### src/rtl/req_gnt_responder_pkg.sv
// Shared types and constants for the req/gnt responder slice.
package req_gnt_pkg;

    typedef enum logic [1:0] {
        IDLE  = 2'd0,
        WAIT  = 2'd1,
        GRANT = 2'd2
    } state_e;

    localparam int LAT_W         = 8;
    localparam int DEF_GNT_CNT_W = 16;
    localparam int DEF_ERR_CNT_W = 8;

    // Wait-counter load value: WAIT spends (lat-1) sampling edges, counting down to zero.
    function automatic logic [LAT_W-1:0] wait_load(input int lat);
        if (lat < 2) return '0;
        return LAT_W'(lat - 2);
    endfunction

endpackage

### src/rtl/req_gnt_responder_if.sv
// Request/grant handshake bundle between a requester (master) and the responder (slave).
// Handshake: req rises and is held until gnt is seen; gnt is a one-cycle pulse; a drop before gnt is an abort.
interface req_gnt_responder_if
    import req_gnt_pkg::*;
#(
    parameter int GNT_CNT_W = DEF_GNT_CNT_W,
    parameter int ERR_CNT_W = DEF_ERR_CNT_W
);
    logic                 req;
    logic                 gnt;
    logic                 busy;
    logic                 abort_err;
    logic [GNT_CNT_W-1:0] gnt_cnt;
    logic [ERR_CNT_W-1:0] err_cnt;

    modport master (
        output req,
        input  gnt, busy, abort_err, gnt_cnt, err_cnt
    );

    modport slave (
        input  req,
        output gnt, busy, abort_err, gnt_cnt, err_cnt
    );
endinterface

### src/rtl/req_gnt_responder_sat_counter.sv
// Saturating up-counter: increments on inc and holds at all-ones instead of wrapping.
module sat_counter #(
    parameter int W = 8
) (
    input  logic         clk,
    input  logic         rst_n,
    input  logic         inc,
    output logic [W-1:0] count
);
    always_ff @(posedge clk or negedge rst_n) begin
        if (!rst_n) begin
            count <= '0;
        end else if (inc && (count != '1)) begin
            count <= count + 1'b1;
        end
    end
endmodule

### src/rtl/req_gnt_responder.sv
// Responder end of the req/gnt handshake: one-cycle gnt GNT_LATENCY cycles after req, abort detection, counters.
// Optional self-checking immediate assertions are compiled when RESP_ASSERT_EN is defined.
module req_gnt_responder
    import req_gnt_pkg::*;
#(
    parameter int GNT_LATENCY = 3,
    parameter int GNT_CNT_W   = DEF_GNT_CNT_W,
    parameter int ERR_CNT_W   = DEF_ERR_CNT_W
) (
    input  logic                clk,
    input  logic                rst_n,
    req_gnt_responder_if.slave  bus,
    output state_e              dbg_state
);
    localparam logic [LAT_W-1:0] LAT_LOAD = wait_load(GNT_LATENCY);

    state_e           state, next_state;
    logic [LAT_W-1:0] cnt, next_cnt;
    logic             grant_evt, abort_evt;
    logic             gnt_q, abort_q, busy_q;

    always_comb begin
        next_state = state;
        next_cnt   = cnt;
        grant_evt  = 1'b0;
        abort_evt  = 1'b0;
        case (state)
            IDLE: begin
                if (bus.req) begin
                    if (GNT_LATENCY == 1) begin
                        next_state = GRANT;
                    end else begin
                        next_cnt   = LAT_LOAD;
                        next_state = WAIT;
                    end
                end
            end
            WAIT: begin
                // A drop on the expiry edge still wins over the grant.
                if (!bus.req) begin
                    abort_evt  = 1'b1;
                    next_state = IDLE;
                end else if (cnt == '0) begin
                    next_state = GRANT;
                end else begin
                    next_cnt = cnt - 1'b1;
                end
            end
            GRANT: begin
                grant_evt  = 1'b1;
                next_state = IDLE;
            end
            default: next_state = IDLE;
        endcase
    end

    always_ff @(posedge clk or negedge rst_n) begin
        if (!rst_n) begin
            state   <= IDLE;
            cnt     <= '0;
            gnt_q   <= 1'b0;
            abort_q <= 1'b0;
            busy_q  <= 1'b0;
        end else begin
            state   <= next_state;
            cnt     <= next_cnt;
            gnt_q   <= grant_evt;
            abort_q <= abort_evt;
            busy_q  <= (next_state != IDLE);
        end
    end

    assign bus.gnt       = gnt_q;
    assign bus.abort_err = abort_q;
    assign bus.busy      = busy_q;
    assign dbg_state     = state;

    sat_counter #(.W(GNT_CNT_W)) u_gnt_cnt (
        .clk   (clk),
        .rst_n (rst_n),
        .inc   (grant_evt),
        .count (bus.gnt_cnt)
    );

    sat_counter #(.W(ERR_CNT_W)) u_err_cnt (
        .clk   (clk),
        .rst_n (rst_n),
        .inc   (abort_evt),
        .count (bus.err_cnt)
    );

`ifdef RESP_ASSERT_EN
    state_e               last_state_q;
    logic [GNT_CNT_W-1:0] last_gnt_cnt_q;

    always_ff @(posedge clk or negedge rst_n) begin
        if (!rst_n) begin
            last_state_q   <= IDLE;
            last_gnt_cnt_q <= '0;
        end else begin
            last_state_q   <= state;
            last_gnt_cnt_q <= bus.gnt_cnt;
            if (gnt_q) begin
                assert (last_state_q == GRANT)
                    else $error("gnt high without a preceding GRANT state");
            end
            assert (!(gnt_q && abort_q))
                else $error("gnt and abort_err high together");
            assert (bus.gnt_cnt >= last_gnt_cnt_q)
                else $error("gnt_cnt decreased");
            assert (busy_q == (state != IDLE))
                else $error("busy disagrees with state");
        end
    end

    initial begin
        assert (GNT_LATENCY >= 1 && GNT_LATENCY <= 255)
            else $error("GNT_LATENCY %0d outside 1..255", GNT_LATENCY);
    end
`else
`endif

endmodule

### src/flat_wrapper.sv
// flat-port wrapper written by rule: the top's interface ports become plain ports
module req_gnt_responder_flat import req_gnt_pkg::*;
#(
    parameter int GNT_LATENCY = 3,
    parameter int GNT_CNT_W   = DEF_GNT_CNT_W,
    parameter int ERR_CNT_W   = DEF_ERR_CNT_W
)
  (clk, rst_n, dbg_state, bus_req, bus_gnt, bus_busy, bus_abort_err, bus_gnt_cnt, bus_err_cnt);
  req_gnt_responder_if #(.GNT_CNT_W(GNT_CNT_W), .ERR_CNT_W(ERR_CNT_W)) bus_i ();
  input  logic clk;
  input  logic rst_n;
  output state_e dbg_state;
  input wire logic [$bits(bus_i.req)-1:0] bus_req;
  output wire logic [$bits(bus_i.gnt)-1:0] bus_gnt;
  output wire logic [$bits(bus_i.busy)-1:0] bus_busy;
  output wire logic [$bits(bus_i.abort_err)-1:0] bus_abort_err;
  output wire logic [$bits(bus_i.gnt_cnt)-1:0] bus_gnt_cnt;
  output wire logic [$bits(bus_i.err_cnt)-1:0] bus_err_cnt;
  assign bus_i.req = bus_req;
  assign bus_gnt = bus_i.gnt;
  assign bus_busy = bus_i.busy;
  assign bus_abort_err = bus_i.abort_err;
  assign bus_gnt_cnt = bus_i.gnt_cnt;
  assign bus_err_cnt = bus_i.err_cnt;
  req_gnt_responder #(.GNT_LATENCY(GNT_LATENCY), .GNT_CNT_W(GNT_CNT_W), .ERR_CNT_W(ERR_CNT_W)) u_core (.clk(clk), .rst_n(rst_n), .bus(bus_i), .dbg_state(dbg_state));
endmodule
### config.mk
export PLATFORM = sky130hd
export DESIGN_NAME = req_gnt_responder_flat
export DESIGN_NICKNAME = d
export VERILOG_FILES = /design/src/rtl/req_gnt_responder_pkg.sv /design/src/rtl/req_gnt_responder_if.sv /design/src/rtl/req_gnt_responder_sat_counter.sv /design/src/rtl/req_gnt_responder.sv /design/src/flat_wrapper.sv
export SDC_FILE = /design/constraint.sdc
export NUM_CORES = 1
export LEC_CHECK = 0
export CAP_MARGIN = 0
export CORE_MARGIN = 2
export CORE_UTILIZATION = 45
export CTS_CLUSTER_DIAMETER = 30
export DETAILED_ROUTE_END_ITERATION = 12
export PLACE_DENSITY = 0.75
export RECOVER_POWER = 50
export SYNTH_ARGS = -nofsm -noshare
export SYNTH_HDL_FRONTEND = slang
export SYNTH_SLANG_ARGS = --single-unit
### constraint.sdc
create_clock -name clk -period 4.88 [get_ports clk]
set_clock_uncertainty 0.15 [all_clocks]
set_input_delay 1.464 -clock clk [delete_from_list [all_inputs] [get_ports clk]]
set_output_delay 1.464 -clock clk [all_outputs]
set_load 0.02 [all_outputs]
==> results.json <==
{
  "finish.utilization": 0.566,
  "cts_root_buffer": "clkbuf_8",
  "clk_pin_slew_worst_paths_ns": 0.07,
  "n_antenna_cell": 0,
  "rows": 23,
  "cts_resized": 0,
  "initial_core_util": 0.463,
  "drt.antenna.violating_nets": 0,
  "worst-r2r-cell-count": 5,
  "fp.coreArea_mm2": 0.00397,
  "io_buffers": 31,
  "die_area_mm2": 0.00461,
  "hold_class": "flop to flop",
  "drc_errors": 0,
  "synth_ff_type": "dfrtp_1",
  "max_freq_mhz": 318,
  "htree_levels": 2,
  "cp.required_ns": 3.27,
  "nFillCells": 359,
  "grt_usage": 0.179,
  "drive_above_1_share": 0.0829,
  "io_pins": 32,
  "cts_tree": "yes",
  "rsz0062_at_grt": "no",
  "crit_cells": 1,
  "cp-end-kind": "output port",
  "peakVddDrop_uv": 244,
  "final_nets": 210,
  "path_class": "flop to output port",
  "path_buf_inv": 1,
  "min_period_ns": 3.15,
  "grt_pass1_wl_um": 6040,
  "async_flop_share": 1.00,
  "cp_max_fo": 12,
  "cts_setup_buffers": 0,
  "detailed_place_hpwl_um": 2460,
  "wirelength_um": 3580,
  "synth_cell_types": 41,
  "grt-ovfl-total": 0,
  "final_cell_area_mm2": 0.00225,
  "violations": "max-capacitance violations, max-slew violations",
  "dr.pass1.iters": 4,
  "placed_area_mm2": 0.00218,
  "crit_family": "buffers and inverters",
  "tightest_slew_ns": 1.95,
  "vias": 1409,
  "grt_start_max_net_pins": 38,
  "area_growth_pct": 22.3,
  "finalHoldViolCount": 0,
  "ys_seq_area_frac": 0.504,
  "ctsHoldBuffers": 0,
  "yosysWarnings": 0,
  "insertion_delay_ns": 0.29,
  "place_congestion": 0.769,
  "drtIter0Drc": 96,
  "cp_slowest_stage_delay_ns": 0.68,
  "cp_data_arrival_time_ns": 1.53,
  "synth_edf_count": 0,
  "ys_ff_latch": 37,
  "slowest_stage": "clkdlybuf4s50_1",
  "worstSetupStartpointType": "flop",
  "power.total_uw": 1000,
  "finalSetupViolCount": 0,
  "routed_via_density": 5.53,
  "slew_viol_final": 38,
  "timing.final.ws_setup_ns": 1.73,
  "antenna_found_initial": 0,
  "numCtsBuffers": 5,
  "syn_nets": 178,
  "grt_pass1_vias": 1359,
  "drv_cap": 1,
  "die_y_um": 67.9,
  "crit_chain": "clkdlybuf4s50_1",
  "cts_buffer_depth": 2,
  "powerDensity_mw_per_mm2": 446,
  "cts_sinks": 37,
  "min_period_over_period": 0.645,
  "die_w_um": 67.9,
  "wire_per_inst_um": 14.1,
  "p_leak_uw": 0.000982,
  "preCtsSetupSlack_ns": 1.59,
  "syn-cell-area_mm2": 0.00184,
  "hold_path_depth": 1,
  "synth_cells": 172,
  "relSlewSlack": -0.303,
  "status": "complete, but fails checks",
  "synth.avg_cell_area_um2": 10.7,
  "setup-tns-final_ns": 0
}
registers in the layout, indices dropped and copies added, names as in the netlist:
signal                  flops
u_core.bus.busy             1
u_core.bus.gnt              1
u_core.cnt                  8
u_core.u_err_cnt.count      8
u_core.bus.abort_err        1
u_core.dbg_state            2
u_core.u_gnt_cnt.count     16
final timing paths:
| kind | from | endpoint | slack [ns] |
|---|---|---|---|
| setup / recovery | u_core.dbg_state[0] | dbg_state[0] | 1.73 |
| min in group asynchronous | rst_n | u_core.u_gnt_cnt.count[5] | 1.56 |
| hold reg to reg | u_core.u_err_cnt.count[7] | u_core.u_err_cnt.count[7] | 0.36 |
| hold / removal | u_core.u_err_cnt.count[7] | u_core.u_err_cnt.count[7] | 0.36 |
| max in group asynchronous | rst_n | u_core.u_err_cnt.count[5] | 1.89 |
| setup reg to reg | u_core.u_gnt_cnt.count[0] | u_core.u_gnt_cnt.count[1] | 2.44 |
Yosys cell counts, types with 3 or more instances:
cell type	instances	area, um2
mux2_2	4	45.0
nand3_1	8	40.0
nand4_1	8	50.1
ha_1	3	37.5
nor2_1	6	22.5
xnor2_1	8	70.1
xor2_1	11	96.3
a21oi_1	3	15.0
nor4_1	7	43.8
nand2_1	16	60.1
nor3_1	5	25.0
inv_1	6	22.5
o21ai_0	4	20.0
and3_1	3	18.8
dfrtp_1	37	926
clkbuf_1	4	15.0
nand2b_1	4	25.0
mux2i_1	4	40.0
nor3b_1	3	22.5
per-stage QoR:
step / hold WS [ns] / instances
global placement: 0.339 / 247
detailed placement: 0.353 / 247
floorplan: 0.383 / 172
finish: 0.356 / 255
global route: 0.389 / 255
CTS: 0.366 / 255
report_power, final:
part           leakage [uW]  switching, uW  internal, uW  total [uW]
clock network     0.0000450            107          98.9         206
logic              0.000444            167           171         338
registers          0.000492           91.2           367         458
metal layers:
layer  vias up  GRT usage  wire length (um)
li1        689          -                 -
met2        47      0.282              1670
met4         0     0.0675                58
met1       667      0.226              1640
met3         6     0.0641               219
met5         -          0                 0
area by class of cell:
| class | count | area (um2) | area share |
|---|---|---|---|
| clock inverter | 2 | 10.0 | 0.00445 |
| inverter | 6 | 22.5 | 0.0100 |
| clock buffer | 6 | 72.6 | 0.0323 |
| sequential | 37 | 926 | 0.412 |
| timing repair buffer | 31 | 304 | 0.135 |
| multi-input combinational | 123 | 850 | 0.378 |
| tap | 50 | 62.6 | 0.0278 |
cell families after synthesis:
family / after synthesis / synth area share
AOI/OAI and AO/OA: 19 / 0.0742
muxes: 8 / 0.0463
DFF: 37 / 0.504
xor gates and xnor gates: 19 / 0.0905
adders and majority gates: 3 / 0.0204
buffers and inverters: 12 / 0.0259
and+or+nand+nor: 74 / 0.239
cells in the final DEF (no fill, tap or decap), drive strengths merged, types with 3 or more instances in the layout:
cell,n
nor2,7
mux2,4
dfrtp,37
nand3,8
nor3b,3
nand4,8
xor2,11
mux2i,4
a21oi,3
clkdlybuf4s50,30
nand2b,4
nor4,7
nor3,5
nand2,16
o21ai,4
inv,6
and3,3
ha,3
xnor2,8
clkbuf,7
No activity file was read; power rests on OpenSTA's default activity.
